File: config.mk
export PLATFORM = sky130hd
export DESIGN_NAME = div_clock_monitor
export DESIGN_NICKNAME = d
export VERILOG_FILES = /design/src/rtl/div_clock_monitor.sv
export SDC_FILE = /design/constraint.sdc
export NUM_CORES = 1
export LEC_CHECK = 0
export BUFFER_PORTS_ARGS = -buffer_cell sky130_fd_sc_hd__buf_2
export CORE_MARGIN = 1.5
export CORE_UTILIZATION = 40
export CTS_CLUSTER_SIZE = 12
export DETAILED_ROUTE_END_ITERATION = 7
export PLACE_DENSITY = 0.69
export SLEW_MARGIN = 40
export SYNTH_ARGS = -nofsm -noshare
export SYNTH_HDL_FRONTEND = slang
export SYNTH_SLANG_ARGS = --single-unit
File: constraint.sdc
create_clock -name clk -period 2 [get_ports clk]
set_input_delay 0.4 -clock clk [delete_from_list [all_inputs] [get_ports clk]]
set_output_delay 0.4 -clock clk [all_outputs]
set_load 0.01 [all_outputs]
File: src/rtl/div_clock_monitor.sv
// div_clock_monitor: measures the high/low run lengths of a divided clock
// sampled as data in the clk domain, and checks them against expected values.
// Reports per-period measurements, a lock indication and a sticky error.
module div_clock_monitor #(
  parameter int unsigned CNT_W        = 8,
  parameter int unsigned LOCK_PERIODS = 4
) (
  input  logic             clk,
  input  logic             reset,
  input  logic             en,
  input  logic             div_in,
  input  logic [CNT_W-1:0] exp_high,
  input  logic [CNT_W-1:0] exp_low,
  input  logic             err_clr,
  output logic             meas_valid,
  output logic [CNT_W-1:0] meas_high,
  output logic [CNT_W-1:0] meas_low,
  output logic             locked,
  output logic             err
);

  localparam int unsigned MW = 8;
  localparam logic [CNT_W-1:0] RUN_MAX = '1;
  localparam logic [MW-1:0]    LOCK_N  = MW'(LOCK_PERIODS);

  typedef enum logic [1:0] {
    ACQUIRE = 2'd0,
    HIGH    = 2'd1,
    LOW     = 2'd2
  } state_t;

  state_t           state, state_nx;
  logic             div_q;
  logic [CNT_W-1:0] run_cnt, run_nx;
  logic [CNT_W-1:0] hi_len, hi_nx;
  logic [CNT_W-1:0] mh_nx, ml_nx;
  logic [MW-1:0]    match_cnt, match_nx, match_inc;
  logic             mv_nx, lk_nx, err_nx;
  logic             rise, fall, run_sat, match, set_err;

  // Next-state, run counting, period check and output next values.
  always_comb begin
    state_nx  = state;
    run_nx    = run_cnt;
    hi_nx     = hi_len;
    match_nx  = match_cnt;
    mv_nx     = 1'b0;
    mh_nx     = meas_high;
    ml_nx     = meas_low;
    lk_nx     = locked;
    set_err   = 1'b0;
    err_nx    = err;

    rise      = div_in & ~div_q;
    fall      = ~div_in & div_q;
    // Next increment would land on the saturation value.
    run_sat   = (run_cnt >= (RUN_MAX - CNT_W'(1)));
    match     = (hi_len == exp_high) && (run_cnt == exp_low);
    match_inc = (match_cnt >= LOCK_N) ? LOCK_N : (match_cnt + MW'(1));

    case (state)
      ACQUIRE: begin
        if (rise) begin
          run_nx   = CNT_W'(1);
          state_nx = HIGH;
        end
      end
      HIGH: begin
        if (fall) begin
          hi_nx    = run_cnt;
          run_nx   = CNT_W'(1);
          state_nx = LOW;
        end else if (run_sat) begin
          run_nx   = RUN_MAX;
          set_err  = 1'b1;
          lk_nx    = 1'b0;
          match_nx = '0;
          state_nx = ACQUIRE;
        end else begin
          run_nx   = run_cnt + CNT_W'(1);
        end
      end
      LOW: begin
        if (rise) begin
          mh_nx    = hi_len;
          ml_nx    = run_cnt;
          mv_nx    = 1'b1;
          run_nx   = CNT_W'(1);
          state_nx = HIGH;
          if (match) begin
            match_nx = match_inc;
            if (match_inc == LOCK_N) lk_nx = 1'b1;
          end else begin
            match_nx = '0;
            lk_nx    = 1'b0;
            set_err  = 1'b1;
          end
        end else if (run_sat) begin
          run_nx   = RUN_MAX;
          set_err  = 1'b1;
          lk_nx    = 1'b0;
          match_nx = '0;
          state_nx = ACQUIRE;
        end else begin
          run_nx   = run_cnt + CNT_W'(1);
        end
      end
      default: begin
        state_nx = ACQUIRE;
        run_nx   = '0;
      end
    endcase

    // Sticky error: a new error wins over a simultaneous clear.
    if (set_err)      err_nx = 1'b1;
    else if (err_clr) err_nx = 1'b0;

    // Disabled: drop back to acquisition, keep last measurement and error.
    if (!en) begin
      state_nx = ACQUIRE;
      run_nx   = '0;
      match_nx = '0;
      lk_nx    = 1'b0;
      mv_nx    = 1'b0;
      err_nx   = err;
    end
  end

  // State and output registers; div_q resets high so a true rise is required.
  always_ff @(posedge clk) begin
    if (reset) begin
      state      <= ACQUIRE;
      div_q      <= 1'b1;
      run_cnt    <= '0;
      hi_len     <= '0;
      match_cnt  <= '0;
      meas_valid <= 1'b0;
      meas_high  <= '0;
      meas_low   <= '0;
      locked     <= 1'b0;
      err        <= 1'b0;
    end else begin
      state      <= state_nx;
      div_q      <= div_in;
      run_cnt    <= run_nx;
      hi_len     <= hi_nx;
      match_cnt  <= match_nx;
      meas_valid <= mv_nx;
      meas_high  <= mh_nx;
      meas_low   <= ml_nx;
      locked     <= lk_nx;
      err        <= err_nx;
    end
  end

endmodule

==> results of run 1 <==
## flip-flops by register name, indices dropped and copies added, names as in the netlist, 2 cells and up
name,count
meas_low,8
run_cnt,8
match_cnt,8
meas_high,8
state,2
hi_len,8
## cell families after synthesis
logic type	Yosys count	share of synthesized area (%)
AOI/OAI and AO/OA	71	19.4
adders and majority gates	8	4.55
buffers and inverters	24	4.09
and+or+nand+nor	111	25.0
DFF	46	41.8
xor gates and xnor gates	13	5.17
## worst reg2reg max path, cell delays in order (launching register included)
cell and delay (ns):
dfxtp_1 0.34, inv_1 0.08, ha_1 0.30, inv_1 0.09, or2_2 0.32, a21oi_2 0.23
o31ai_1 0.10, a32o_1 0.26
## where the power goes
part	leakage [nW]	switching (mW)	total [mW]	internal (mW)
registers	0.371	0.00257	0.920	0.917
logic	0.686	0.0557	0.0973	0.0415
clock network	0.0544	0.314	0.631	0.317
## layer usage
metal | wire length, um | share of wire, %
met1 | 2370 | 47
met3 | 257 | 5.1
met4 | 71 | 1.4
met5 | 0 | 0
met2 | 2340 | 46
## cells in the final DEF (no fill, tap or decap), drive strengths merged, types with 2 or more instances in the layout
cell type  instances
and3               3
nor2               8
a21o               3
xor2               7
nand2             56
dfxtp             46
nor3               9
nand2b             4
o21ai             12
or2                3
and2               8
o22ai              2
a21oi             38
nand4              2
nor4               7
nor2b              5
inv               12
a211o              2
a32o               2
ha                 8
nand3              3
xnor2              6
clkbuf             7
buf               54
## path summary, 6_finish.rpt
check,start,end,depth (start not counted)
max,state[0]$_SDFFE_PP0P_,locked$_SDFFE_PP0P_,7
min,reset,hi_len[7]$_SDFFE_PP0P_,2
max reg2reg,state[0]$_SDFFE_PP0P_,locked$_SDFFE_PP0P_,7
min reg2reg,meas_high[7]$_SDFFE_PP0P_,meas_high[7]$_SDFFE_PP0P_,2
## through the flow
step	utilization, %	power (mW)	worst slack (ns)	hold WS (ns)
6_report	51.1	1.65	0.170	0.356
4_1_cts	51.1	1.66	0.188	0.351
3_3_place_gp	49.0	1.04	0.149	0.441
3_5_place_dp	49.0	1.04	0.111	0.444
5_1_grt	51.1	1.72	0.0541	0.365
2_1_floorplan	-	0.994	0.0898	0.430
## area by class of cell
class / count / area (um^2) / share of cell area, %
well taps: 70 / 87.6 / 3.30
inverters: 12 / 45.0 / 1.69
repair buffers: 54 / 308 / 11.6
clock buffers: 7 / 96.3 / 3.63
clock inverters: 1 / 8.76 / 0.330
flip-flops and latches: 46 / 921 / 34.7
multi-input cells: 203 / 1190 / 44.8
==> results.py, run 1 <==
metrics = {
    "run_status": {
        "run_status": "finished clean",
    },
    "grt": {
        "grt_max_degree": 23,
        "grt_pass1_wl_mm": 8.72,
        "globalRouteMet1Util_pct": 24.9,
        "globalRouteMet3Util_pct": 3.57,
        "antenna_found_initial": 0,
        "grt_use_met2_pct": 28.6,
        "grt-ovfl-total": 0,
        "grt_pass1_vias": 1861,
        "top_usage_layer": "met2",
        "track_usage_pct": 18.2,
    },
    "setup_path": {
        "rrSetupSlack_ns": 0.17,
        "crit_family": "compound AO/OA/AOI/OAI gates",
        "critical_path_class": "register to register",
        "critPathMaxStageDelay_ns": 0.34,
        "cp_data_arrival_time_ns": 2.02,
        "crit_chain": "inv_1 > ha_1 > inv_1 > or2_2 > a21oi_2 > o31ai_1 > a32o_1",
        "crit_buf_inv": 2,
        "start_kind": "register",
        "path_max_fanout": 7,
        "critical_path_required_ns": 2.19,
        "critPathMostFrequentCell": "inv_1",
        "end_kind": "register",
        "cp_slowest_cell": "dfxtp_1",
    },
    "timing": {
        "final.setup.tns_ns": 0,
        "slew_violations": 0,
        "setup_viol": 0,
        "fmax_mhz": 546,
        "finalCriticalPeriod_ns": 1.83,
        "finalCritPeriodShare_pct": 91.5,
        "finClkSkew_ns": 0.00452,
        "final_hold_viol_count": 0,
        "rsz0062_at_grt": "false",
        "worst_slew_margin_rel_pct": 71.2,
        "worst_pin_slew_ns": 0.432,
    },
    "synthesis": {
        "yosysTopAreaCell": "dfxtp_1",
        "ys_seq_elements": 46,
        "synthDominantCellAreaShare_pct": 41.8,
        "synthArstFlopShare_pct": 0,
        "synthFlopType": "dfxtp_1",
        "yosysWarnings": 0,
        "synthTopCellsByArea": "dfxtp_1 (42%), nand2_1 (9.5%), a21oi_1 (8.4%), ha_1 (4.5%), xor2_1 (2.8%)",
        "synth_most_common_cell": "nand2_1",
        "synth_common_cells": "nand2_1 (56), dfxtp_1 (46), a21oi_1 (37)",
        "yosysSeqAreaShare_pct": 41.8,
        "synth_fp_nets": 302,
        "synth_edf_count": 0,
        "synth.distinct_cells": 41,
        "synth_area_mm2": 0.00220,
        "postSynthCellCount": 273,
        "avgSynthCellArea_um2": 8.07,
    },
    "clocking": {
        "htreeDepth": 2,
        "cts_setup_buffers": 0,
        "root_buffer": "clkbuf_8",
        "clkSinkCount": 46,
        "clockBufferDepth": 2,
        "cts_hold_buf": 0,
        "insertion_delay_ns": 0.30,
        "cts_made_buffers": 5,
        "cts_tree": "yes",
        "cts_resized": 0,
        "clkTransAtPathRegs_ns": 0.08,
    },
    "floorplan": {
        "die_area_mm2": 0.00596,
        "die_w_um": 77.2,
        "initial_utilization_pct": 42.3,
        "fp.dieH_um": 77.2,
        "ios": 40,
        "fp.coreArea_mm2": 0.00520,
        "rows": 26,
    },
    "cells_and_area": {
        "nets": 351,
        "area_growth_pct": 20.7,
        "drive_gt1_share_pct": 21.7,
        "fin_cells": 393,
        "antenna-diode-count": 0,
        "fill_cells": 529,
        "final_area_mm2": 0.00266,
    },
    "job": {
        "maxCapViolations": 0,
    },
    "pwr": {
        "power_leakage_nw": 1.11,
        "ir_drop_v": 0.000262,
        "p_per_area_mw_per_mm2": 620,
    },
    "detailed_routing": {
        "drtIter0Drc": 121,
        "drc": 0,
        "ant_nets": 0,
        "vias": 2044,
        "drt-pass1-iter-count": 5,
        "via_per_inst": 5.20,
        "wl_per_cell_um": 12.8,
        "wl_mm": 5.03,
    },
    "placement": {
        "dp_cells": 385,
        "place_congestion": 0.892,
        "port_buffers": 39,
        "placed_cell_area_mm2": 0.00255,
        "dp_hpwl_mm": 3.78,
    },
    "min_path": {
        "hold_class": "primary input to register",
    },
}
Note: power is estimated with default switching activity, not from simulation.
==> run 2: changes to the inputs <==
--- a/config.mk
+++ b/config.mk
@@ -6,11 +6,12 @@
 export NUM_CORES = 1
 export LEC_CHECK = 0
 export BUFFER_PORTS_ARGS = -buffer_cell sky130_fd_sc_hd__buf_2
-export CORE_MARGIN = 1.5
+export CORE_MARGIN = 2
 export CORE_UTILIZATION = 40
 export CTS_CLUSTER_SIZE = 12
 export DETAILED_ROUTE_END_ITERATION = 7
 export PLACE_DENSITY = 0.69
+export REMOVE_ABC_BUFFERS = 1
 export SLEW_MARGIN = 40
 export SYNTH_ARGS = -nofsm -noshare
 export SYNTH_HDL_FRONTEND = slang
==> run 2 against run 1 <==
Compared with the run above: non-clock buffer count shrank 4; clock skew is essentially flat; wire length grew 2.0%; global-route usage shrank 0.79 points; largest cell class unchanged; final area shrank 2.0%; largest power group unchanged; via count shrank 1.5%; sequential share of layout area grew 0.70 points.
==> results.py, run 2 (synthesized netlist as in run 1, its figures left out) <==
metrics = {
    "cells_and_area": {
        "drive_gt1_share_pct": 20.1,
        "layout_common_cells": "nand2_1 (56), dfxtp_1 (46), buf_2 (39), a21oi_1 (37)",
        "fin_util_pct": 48.2,
        "fin_cells": 390,
        "final_area_mm2": 0.00261,
        "antenna-diode-count": 0,
        "area_growth_pct": 18.3,
        "final_common_cell": "nand2_1",
        "nets": 347,
        "fill_cells": 563,
    },
    "detailed_routing": {
        "wl_mm": 5.13,
        "drc": 0,
        "vias": 2013,
        "drt-pass1-iter-count": 6,
        "via_per_inst": 5.16,
        "wl_per_cell_um": 13.2,
        "ant_nets": 0,
        "drtIter0Drc": 126,
    },
    "run_status": {
        "run_status": "finished clean",
    },
    "timing": {
        "finalCriticalPeriod_ns": 1.84,
        "final_hold_viol_count": 0,
        "finClkSkew_ns": 0.00482,
        "worst_slew_margin_rel_pct": 71.1,
        "final.setup.tns_ns": 0,
        "fmax_mhz": 543,
        "finalCritPeriodShare_pct": 92.0,
        "worst_pin_slew_ns": 0.432,
        "rsz0062_at_grt": "false",
        "setup_viol": 0,
        "slew_violations": 0,
        "hold_ws_ns": 0.391,
    },
    "floorplan": {
        "die_w_um": 78.2,
        "fp.coreArea_mm2": 0.00541,
        "initial_utilization_pct": 40.7,
        "ios": 40,
        "rows": 27,
        "fp.dieH_um": 78.2,
        "die_area_mm2": 0.00611,
    },
    "clocking": {
        "cts_hold_buf": 0,
        "clkSinkCount": 46,
        "clockBufferDepth": 2,
        "cts_setup_buffers": 0,
        "root_buffer": "clkbuf_8",
        "cts_tree": "yes",
        "cts_resized": 0,
        "insertion_delay_ns": 0.30,
        "htreeDepth": 2,
        "cts_made_buffers": 5,
        "clkTransAtPathRegs_ns": 0.08,
    },
    "grt": {
        "grt_max_degree": 21,
        "grt_pass1_vias": 1810,
        "grt_pass1_wl_mm": 8.43,
        "antenna_found_initial": 0,
        "grt-ovfl-total": 0,
        "track_usage_pct": 17.4,
    },
    "setup_path": {
        "reg2reg_depth": 6,
        "r2r_start": "run_cnt[1]$_SDFFE_PP0P_",
        "rrSetupSlack_ns": 0.16,
        "critical_path_class": "register to register",
        "critical_path_required_ns": 2.20,
        "path_max_fanout": 8,
        "critPathMaxStageDelay_ns": 0.50,
        "crit_family": "compound AO/OA/AOI/OAI gates",
        "start_kind": "register",
        "crit_chain": "ha_1 > o211ai_1 > or2_2 > a21oi_2 > o31ai_1 > a32o_1",
        "cp_data_arrival_time_ns": 2.04,
        "cp_slowest_cell": "dfxtp_1",
        "crit_buf_inv": 0,
        "end_kind": "register",
        "r2r_end": "locked$_SDFFE_PP0P_",
    },
    "placement": {
        "placed_cell_area_mm2": 0.00252,
        "port_buffers": 39,
        "dp_cells": 383,
        "dp_hpwl_mm": 3.76,
        "place_congestion": 0.879,
    },
    "min_path": {
        "hold_class": "primary input to register",
        "hold_depth": 2,
        "hold_start": "reset",
        "hold-path-endpoint": "meas_low[2]$_SDFFE_PP0P_",
    },
    "pwr": {
        "p_per_area_mw_per_mm2": 601,
        "ir_drop_v": 0.000238,
        "power_leakage_nw": 1.07,
    },
    "job": {
        "maxCapViolations": 0,
    },
}
## run 2: changes by cell type in the layout (fill, tap and decap cells not counted)
cell / delta
buf_4: -4
clkbuf_1: +1
clkbuf_8: -2
clkinv_4: -1
clkinvlp_4: +1
## run 2: metrics by stage
stage / total power, mW / setup slack [ns]
6_report: 1.57 / 0.159
5_1_grt: 1.63 / 0.0246
4_1_cts: 1.59 / 0.139
3_5_place_dp: 1.04 / 0.110
3_3_place_gp: 1.04 / 0.147
2_1_floorplan: 0.985 / 0.0879
## run 2: worst max path at each step
stage	startpoint	endpoint	slack (ns)	cells past startpoint
4_1_cts	run_cnt[2]$_SDFFE_PP0P_	match_cnt[2]$_SDFFE_PP0P_	0.14	5
3_5_place_dp	div_in	match_cnt[2]$_SDFFE_PP0P_	0.11	6
6_report	run_cnt[1]$_SDFFE_PP0P_	locked$_SDFFE_PP0P_	0.16	6
2_1_floorplan	state[0]$_SDFFE_PP0P_	run_cnt[0]$_SDFFE_PP0P_	0.09	7
5_1_grt	run_cnt[1]$_SDFFE_PP0P_	run_cnt[0]$_SDFFE_PP0P_	0.02	6
3_3_place_gp	div_in	match_cnt[2]$_SDFFE_PP0P_	0.15	6
## run 2: area by class of cell
type | instances | area [um^2] | share of cell area, %
clock buffer | 6 | 72.6 | 2.79
clock inverter | 1 | 7.51 | 0.288
timing repair buffer | 50 | 278 | 10.7
multi-input combinational | 203 | 1190 | 45.7
inverter | 12 | 45.0 | 1.73
sequential | 46 | 921 | 35.4
tap | 72 | 90.1 | 3.46
## run 2: report_power, final
part	internal [mW]	switching, mW
logic	0.0407	0.0548
clock network	0.240	0.309
registers	0.917	0.00401
total	1.20	0.368
## run 2: worst register-to-register path, delay by kind of cell, from the launching register on
family          cells  cell delay, ns
simple gates        1            0.34
fa+ha+maj           1            0.21
flops               1            0.50
compound gates      4            0.69
## run 2: metal layers
metal / routed length (um) / vias up / share of wire (%) / track usage, %
li1: - / 1032 / - / -
met1: 2380 / 914 / 46 / 22.1
met2: 2380 / 60 / 46 / 28.4
met3: 279 / 7 / 5.4 / 3.79
met4: 92 / 0 / 1.8 / 7.72
met5: 0 / - / 0 / 0
